--- config.mk ---
export PLATFORM = sky130hd
export DESIGN_NAME = mmcm_ps_ctrl
export DESIGN_NICKNAME = d
export VERILOG_FILES = /design/src/rtl/mmcm_ps_ctrl.sv
export SDC_FILE = /design/constraint.sdc
export NUM_CORES = 1
export LEC_CHECK = 0
export ABC_AREA = 1
export CORE_MARGIN = 2
export CORE_UTILIZATION = 45
export DETAILED_ROUTE_END_ITERATION = 8
export PLACE_DENSITY = 0.78
export SLEW_MARGIN = 20
export SYNTH_ARGS = -nofsm -noshare
export SYNTH_HDL_FRONTEND = slang
export SYNTH_SLANG_ARGS = --single-unit
--- constraint.sdc ---
create_clock -name clk_i -period 2.9 [get_ports clk_i]
set_clock_uncertainty 0.2 [all_clocks]
set_input_delay 0.725 -clock clk_i [delete_from_list [all_inputs] [get_ports clk_i]]
set_output_delay 0.725 -clock clk_i [all_outputs]
set_load 0.01 [all_outputs]
--- src/rtl/mmcm_ps_ctrl.sv ---
// mmcm_ps_ctrl: MMCM reset/lock sequencer with paced fine-phase-shift stepping and per-MMCM phase tracking
module mmcm_ps_ctrl #(
   parameter int NUM_MMCM       = 2,
   parameter int RST_CYCLES     = 16,
   parameter int LOCK_TIMEOUT   = 65535,
   parameter int PSDONE_TIMEOUT = 255,
   parameter int STEP_W         = 16,
   parameter int ACC_W          = 16,
   localparam int SEL_W         = NUM_MMCM > 1 ? $clog2(NUM_MMCM) : 1
) (
   input  logic                      clk_i,
   input  logic                      reset,
   output logic                      mmcm_rst_o,
   input  logic [NUM_MMCM-1:0]       locked_i,
   input  logic                      relock_i,
   output logic                      ready_o,
   output logic [3:0]                retries_o,
   input  logic                      ps_valid_i,
   output logic                      ps_ready_o,
   input  logic [SEL_W-1:0]          ps_sel_i,
   input  logic [STEP_W-1:0]         ps_steps_i,
   output logic [NUM_MMCM-1:0]       psen_o,
   output logic                      psincdec_o,
   input  logic [NUM_MMCM-1:0]       psdone_i,
   output logic [NUM_MMCM*ACC_W-1:0] phase_o,
   output logic                      err_o
);
   localparam int T_A   = RST_CYCLES > LOCK_TIMEOUT ? RST_CYCLES : LOCK_TIMEOUT;
   localparam int T_MAX = T_A > PSDONE_TIMEOUT ? T_A : PSDONE_TIMEOUT;
   localparam int TW    = $clog2(T_MAX + 1);
   localparam logic [2:0] RST_HOLD  = 3'd0;
   localparam logic [2:0] WAIT_LOCK = 3'd1;
   localparam logic [2:0] IDLE      = 3'd2;
   localparam logic [2:0] PS_PULSE  = 3'd3;
   localparam logic [2:0] PS_WAIT   = 3'd4;
   logic [NUM_MMCM-1:0] sync_a, sync_b;
   logic [2:0]          state, nxt;
   logic [TW-1:0]       timer;
   logic [SEL_W-1:0]    sel_q, psel;
   logic                dir_q, lk, start, step;
   logic [STEP_W-1:0]   rem_q, mag;
   logic [ACC_W-1:0]    delta;
   // request decode and step bookkeeping
   always_comb begin
      lk    = &sync_b;
      start = state == IDLE && lk && !relock_i && ps_valid_i && ps_steps_i != '0;
      step  = state == PS_WAIT && lk && psdone_i[sel_q];
      mag   = ps_steps_i[STEP_W-1] ? -ps_steps_i : ps_steps_i;
      psel  = start ? ps_sel_i : sel_q;
      delta = dir_q ? ACC_W'(1) : '1;
   end
   // next-state: lock loss outranks everything, relock only honoured in IDLE
   always_comb begin
      nxt = state;
      case (state)
         RST_HOLD:  nxt = timer == TW'(RST_CYCLES - 1) ? WAIT_LOCK : RST_HOLD;
         WAIT_LOCK: nxt = lk ? IDLE : timer == TW'(LOCK_TIMEOUT - 1) ? RST_HOLD : WAIT_LOCK;
         IDLE:      nxt = (!lk || relock_i) ? RST_HOLD : start ? PS_PULSE : IDLE;
         PS_PULSE:  nxt = !lk ? RST_HOLD : PS_WAIT;
         PS_WAIT:   nxt = !lk ? RST_HOLD : step ? (rem_q == STEP_W'(1) ? IDLE : PS_PULSE) :
                          timer == TW'(PSDONE_TIMEOUT - 1) ? IDLE : PS_WAIT;
         default:   nxt = RST_HOLD;
      endcase
   end
   // registered state, outputs, accumulators and status
   always_ff @(posedge clk_i) begin
      if (reset) begin
         sync_a     <= '0;
         sync_b     <= '0;
         state      <= RST_HOLD;
         timer      <= '0;
         sel_q      <= '0;
         dir_q      <= 1'b0;
         rem_q      <= '0;
         mmcm_rst_o <= 1'b1;
         ready_o    <= 1'b0;
         ps_ready_o <= 1'b0;
         psen_o     <= '0;
         psincdec_o <= 1'b0;
         phase_o    <= '0;
         err_o      <= 1'b0;
         retries_o  <= '0;
      end else begin
         sync_a     <= locked_i;
         sync_b     <= sync_a;
         state      <= nxt;
         timer      <= (nxt != state || state == IDLE) ? '0 : timer + TW'(1);
         mmcm_rst_o <= nxt == RST_HOLD;
         ready_o    <= nxt == IDLE;
         ps_ready_o <= nxt == IDLE;
         psen_o     <= nxt == PS_PULSE ? NUM_MMCM'(1) << psel : '0;
         psincdec_o <= (nxt == PS_PULSE || nxt == PS_WAIT) ? (start ? ~ps_steps_i[STEP_W-1] : dir_q) : 1'b0;
         sel_q      <= start ? ps_sel_i : sel_q;
         dir_q      <= start ? ~ps_steps_i[STEP_W-1] : dir_q;
         rem_q      <= start ? mag : step ? rem_q - STEP_W'(1) : rem_q;
         if (state == WAIT_LOCK && nxt == RST_HOLD && retries_o != 4'hF)
            retries_o <= retries_o + 4'd1;
         if (state == IDLE && relock_i)
            err_o <= 1'b0;
         else if (state == PS_WAIT && nxt == IDLE && !step)
            err_o <= 1'b1;
         for (int k = 0; k < NUM_MMCM; k++)
            phase_o[k*ACC_W +: ACC_W] <= nxt == RST_HOLD ? '0 :
               (step && sel_q == SEL_W'(k)) ? phase_o[k*ACC_W +: ACC_W] + delta : phase_o[k*ACC_W +: ACC_W];
      end
   end
endmodule
# ---- Yosys cells after proc, flatten, opt, wreduce, memory -nomap -nowiden
# Cells that the tools add are included.
dict set report totals {
  input_bits 25
  out_inout_bits 43
  reg_bits 83
  word_cells 88
}
dict set report classes {
  muxes 19
  n_reduce_logical 29
  bitwise 4
  magnitude_cmp 1
  shift 1
  addsub 6
  n_eq_ne 13
}
# cell n
set ops {}
lappend ops {{two-way mux 16 bit} 4}
lappend ops {{adder 16 bit} 2}
lappend ops {{adder 16 x 1 -> 16 bit (second input constant)} 1}
lappend ops {{equality test 16 x 1 -> 1 bit (second input constant)} 1}
lappend ops {{equality test 16 bit (second input constant)} 1}
lappend ops {{equality test 16 x 4 -> 1 bit (second input constant)} 1}
lappend ops {{equality test 16 x 8 -> 1 bit (second input constant)} 1}
lappend ops {{negation 16 bit} 1}
lappend ops {{nonzero test 16 bit} 1}
lappend ops {{subtractor 16 x 1 -> 16 bit (second input constant)} 1}
lappend ops {{one-hot mux 3 bit (5 select lines)} 1}
lappend ops {{logical AND 1 bit} 13}
lappend ops {{equality test 3 x 2 -> 1 bit (second input constant)} 4}
lappend ops {{two-way mux 3 bit} 4}
lappend ops {{OR reduction 2 bit} 5}
lappend ops {{two-way mux 1 bit} 8}
lappend ops {{equality test 3 bit (second input constant)} 2}
lappend ops {{logical NOT 3 bit} 2}
lappend ops {{adder 4 x 1 -> 4 bit (second input constant)} 1}
lappend ops {{two-way mux 2 bit} 2}
lappend ops {{!= test 4 bit (second input constant)} 1}
lappend ops {{NOT 1 bit} 4}
lappend ops {{equality test 3 x 1 -> 1 bit (second input constant)} 1}
lappend ops {{logical NOT 1 bit} 3}
lappend ops {{6 further kinds} 8}

# ---- Depth between registers and ports, before layout
# Gate-level depths: netlist (run 1).
dict set report logic_depth {
  ltp_word 12
  depth_mapped 16
  mapped_depth_nobuf 16
}

# ---- Worst setup path before layout (run 1)
# OpenSTA, ideal clock, no wires.
dict set report synth_timing {
  path_type {register -> register}
  startpoint {register dir_q}
  endpoint {register phase_o[26]}
  setup_ns 0.116
  path_buffers 0
  slack_ns 0.341
  synth_period_minus_slack_ns 2.559
  required_time_ns 2.584
  t_arrival_ns 2.242
  path_stages_with_launch 11
  path_cell_list {dfxtp_1 -> inv_1 -> ha_1 -> a21oi_1 -> o21ai_0 -> nand2_1 -> nand2_1 -> a21oi_1 -> or2_2 -> nand3_1 -> a21oi_1}
}
dict set report synth_between {
  elab_chain_len 2
}
# item line_no
set synth_lines {}
lappend synth_lines {{start: declaration} 40} ;# logic dir_q, lk, start, step;
lappend synth_lines {{start signal: assignment} 94} ;# dir_q <= start ? ~ps_steps_i[STEP_W-1] : dir_q;
lappend synth_lines {{two-way mux 16 bit} 50} ;# delta = dir_q ? ACC_W'(1) : '1;
lappend synth_lines {{adder 16 bit} 104} ;# (step && sel_q == SEL_W'(k)) ? phase_o[k*ACC_W +: ACC_W] + delta : phase_o[k*ACC_W +: ACC_W];
lappend synth_lines {{end signal: indexed assignment} 103} ;# phase_o[k*ACC_W +: ACC_W] <= nxt == RST_HOLD ? '0 :
lappend synth_lines {{end: declaration} 25} ;# output logic [NUM_MMCM*ACC_W-1:0] phase_o,
# No other way between the ends.
# A chain may end at the register's enable or synchronous reset.

# ---- Worst setup path after layout (run 1)
dict set report layout_timing {
  startpoint {register dir_q}
  endpoint {register phase_o[13]}
}
# Same word-level chain as after synthesis.

==> results.json, run 1 <==
{
  "status": "finished clean",
  "clk_pin_slew_worst_paths_ps": 60,
  "syn_inst": 811,
  "tightest_slew_ps": 501.2,
  "drive_gt1_share_pct": 8.705,
  "max-slew-margin-rel_pct": 66.55,
  "num-fill-cells": 1152,
  "initial_utilization_pct": 46.21,
  "grt_max_degree": 32,
  "hold_path.class": "reg -> reg",
  "fin_area_um2": 6782,
  "fp.dieH_um": 115.1,
  "diodes": 0,
  "startpoint_type": "register",
  "powerDensity_nw_per_um2": 367.4,
  "row_count": 40,
  "gp_congestion": 0.8861,
  "worst-path-buf-inv": 2,
  "vias": 5400,
  "place_area_um2": 6464,
  "crit_type": "reg -> reg",
  "path_cells": "inv_1 > buf_4 > ha_1 > a21oi_1 > o21ai_0 > a211oi_1 > nand2_1 > nand2_1 > nand3_1 > a21oi_1",
  "grt_pass1_wl_um": 22300,
  "h-tree-depth": 3,
  "ys_top_cells_by_area": "dfxtp_1, nand2_1, ha_1",
  "clk_path_buf_depth": 2,
  "setup_violations": 0,
  "ios": 68,
  "slowest_delay_ps": 360,
  "drc_errors": 0,
  "cts_made_buffers": 9,
  "irDropWorstVdd_mv": 0.3346,
  "cp_max_fo": 19,
  "ys_seq_area_share_pct": 29.94,
  "fin_crit_sh_pct": 90.89,
  "finalMaxSlewViolations": 0,
  "drv_cap": 0,
  "syn-num-nets": 872,
  "ys.flop_type": "dfxtp_1",
  "initialDrtViolationCount": 391,
  "root_buffer": "clkbuf_16",
  "yosysWarnings": 0,
  "min_period_ps": 2636,
  "cp.required_ps": 2970,
  "cts_tree": "yes",
  "nets": 953,
  "portBuffers": 67,
  "leakage_nw": 2.900,
  "dp_hpwl_um": 9611,
  "synth_seq_cells": 83,
  "yosysTopAreaCell": "dfxtp_1",
  "ant_nets": 0,
  "syn_area_per_cell_um2": 6.844,
  "clk_latency_ps": 340,
  "total_power_mw": 2.492,
  "grt_setup_unrepaired": "false",
  "synth_top_area_share_pct": 29.94,
  "holdBufCountCts": 0,
  "wirelength_um": 12910,
  "grt_use_total_pct": 20.37,
  "postCtsSetupBuffers": 0,
  "async_flop_share_pct": 0,
  "grt_remaining_overflow": 0,
  "path_delay_family": "compound AO/OA/AOI/OAI gates",
  "antenna_found_initial": 0,
  "first_global_vias": 5114,
  "finalHoldViolCount": 0,
  "pre_cts_ws_ps": -2.603,
  "vias_per_cell": 5.177,
  "wl_per_cell_um": 12.38,
  "cts.sinks": 83,
  "core_um2": 12010,
  "critPathSlowestCell": "dfxtp_1",
  "drt_pass1_iterations": 5,
  "fmax_mhz": 379.4,
  "synth-edff-count": 0,
  "netlist_area_um2": 5550,
  "dieArea_um2": 13240,
  "endpoint_kind": "register",
  "die_w_um": 115.1,
  "ys_types": 45,
  "syn2layout_area_growth_pct": 22.18,
  "crit_arrival_ps": 2710,
  "fin_ws_ps": 264.1
}
[registers in the layout (all words and copies together), names as in the netlist, 2 cells and up]
name and cells:
phase_o 32, rem_q 16, timer 16, retries_o 4, state 3, psen_o 2
sync_a 2, sync_b 2
[worst register-to-register path, stage by stage, from the launching register on]
cell	delay, ps
dfxtp_1	360
inv_1	320
buf_4	350
ha_1	340
a21oi_1	270
o21ai_0	130
a211oi_1	280
nand2_1	90
nand2_1	60
nand3_1	70
a21oi_1	120
[report_power, final]
group	leakage [nW]	switching (mW)	total, mW	internal [mW]
Clock	0.148	0.456	1.23	0.773
Combinational	2.08	0.0555	0.112	0.0563
Sequential	0.670	0.00454	1.15	1.15
[metrics by stage]
step                TNS (ps)  cells  hold WS (ps)  util (%)
floorplan                  0    811         188.3         -
global placement           0   1028         191.6     53.81
detailed placement    -2.603   1028         194.4     53.81
CTS                        0   1043         202.5     56.46
global route               0   1043         241.8     56.46
finish                     0   1043         202.5     56.46
[layer usage]
metal	track usage (%)	vias up	wire length, um
met5	0	-	0
met4	5.622	0	104
met3	3.690	8	603
li1	-	2852	-
met1	26.32	2407	6169
met2	34.94	133	6034
[path summary, 6_finish.rpt]
kind / slack [ps] / to / depth (start not counted) / start
setup / recovery: 260 / phase_o[13] / 10 / dir_q
hold / removal: 200 / sync_b[0] / 2 / sync_a[0]
setup reg to reg: 260 / phase_o[13] / 10 / dir_q
hold reg to reg: 200 / sync_b[0] / 2 / sync_a[0]
[cells in the mapped netlist (6+ instances only)]
| master | n |
|---|---|
| dfxtp_1 | 83 |
| ha_1 | 34 |
| inv_1 | 79 |
| nand2_1 | 172 |
| nor2_2 | 13 |
| xnor2_1 | 18 |
| o21ai_0 | 40 |
| buf_2 | 7 |
| nor2_1 | 101 |
| a21oi_1 | 80 |
| or2_2 | 6 |
| nand4_1 | 12 |
| xor2_1 | 23 |
| nand3_1 | 55 |
| nor3_1 | 8 |
| a31oi_1 | 6 |
[logic make-up after synthesis]
logic type	after synthesis	synth area share [%]
buffers and inverters	101	7.687
flip-flops	83	29.94
AO/OA/AOI/OAI	156	15.46
adder cells (fa/ha/maj)	36	8.386
XOR/XNOR	41	6.470
AND/OR/NAND/NOR	394	32.06
[area by class of cell]
cell class / count / area, um2 / area share, %
clock buffer: 11 / 242.7 / 3.579
clock inverter: 4 / 75.07 / 1.107
inverter: 82 / 307.8 / 4.539
multi-input combinational: 627 / 3462 / 51.05
sequential: 83 / 1662 / 24.50
tap: 147 / 183.9 / 2.712
timing repair buffer: 89 / 848.3 / 12.51
[cells in the final DEF (no fill, tap or decap), types with 4 or more instances in the layout]
cell / netlist / final
nand2_1: 172 / 172
nor2_1: 101 / 101
dfxtp_1: 83 / 83
a21oi_1: 80 / 80
inv_1: 79 / 79
clkdlybuf4s50_1: 0 / 67
nand3_1: 55 / 55
o21ai_0: 40 / 39
ha_1: 34 / 34
xor2_1: 23 / 23
buf_4: 4 / 21
xnor2_1: 18 / 18
nor2_2: 13 / 13
nand4_1: 12 / 12
clkbuf_16: 0 / 9
nor3_1: 8 / 8
a31oi_1: 6 / 6
or2_2: 6 / 6
nand3b_1: 5 / 5
nor2_4: 5 / 5
nand2_2: 5 / 5
o211ai_1: 5 / 5
a21o_1: 4 / 4
a22oi_1: 4 / 4
[timing repair]
action                     in CTS  in global routing
resized for setup               0                  1
hold endpoints to repair        0                  0
setup endpoints to repair       0                  1
No activity file was read; power rests on OpenSTA's default activity.
==> run 2: changes to the inputs <==
- CTS_CLUSTER_DIAMETER: default -> 30
==> results of run 2 <==
Same layout as run 1: the final DEF is identical, and so are final timing and power.
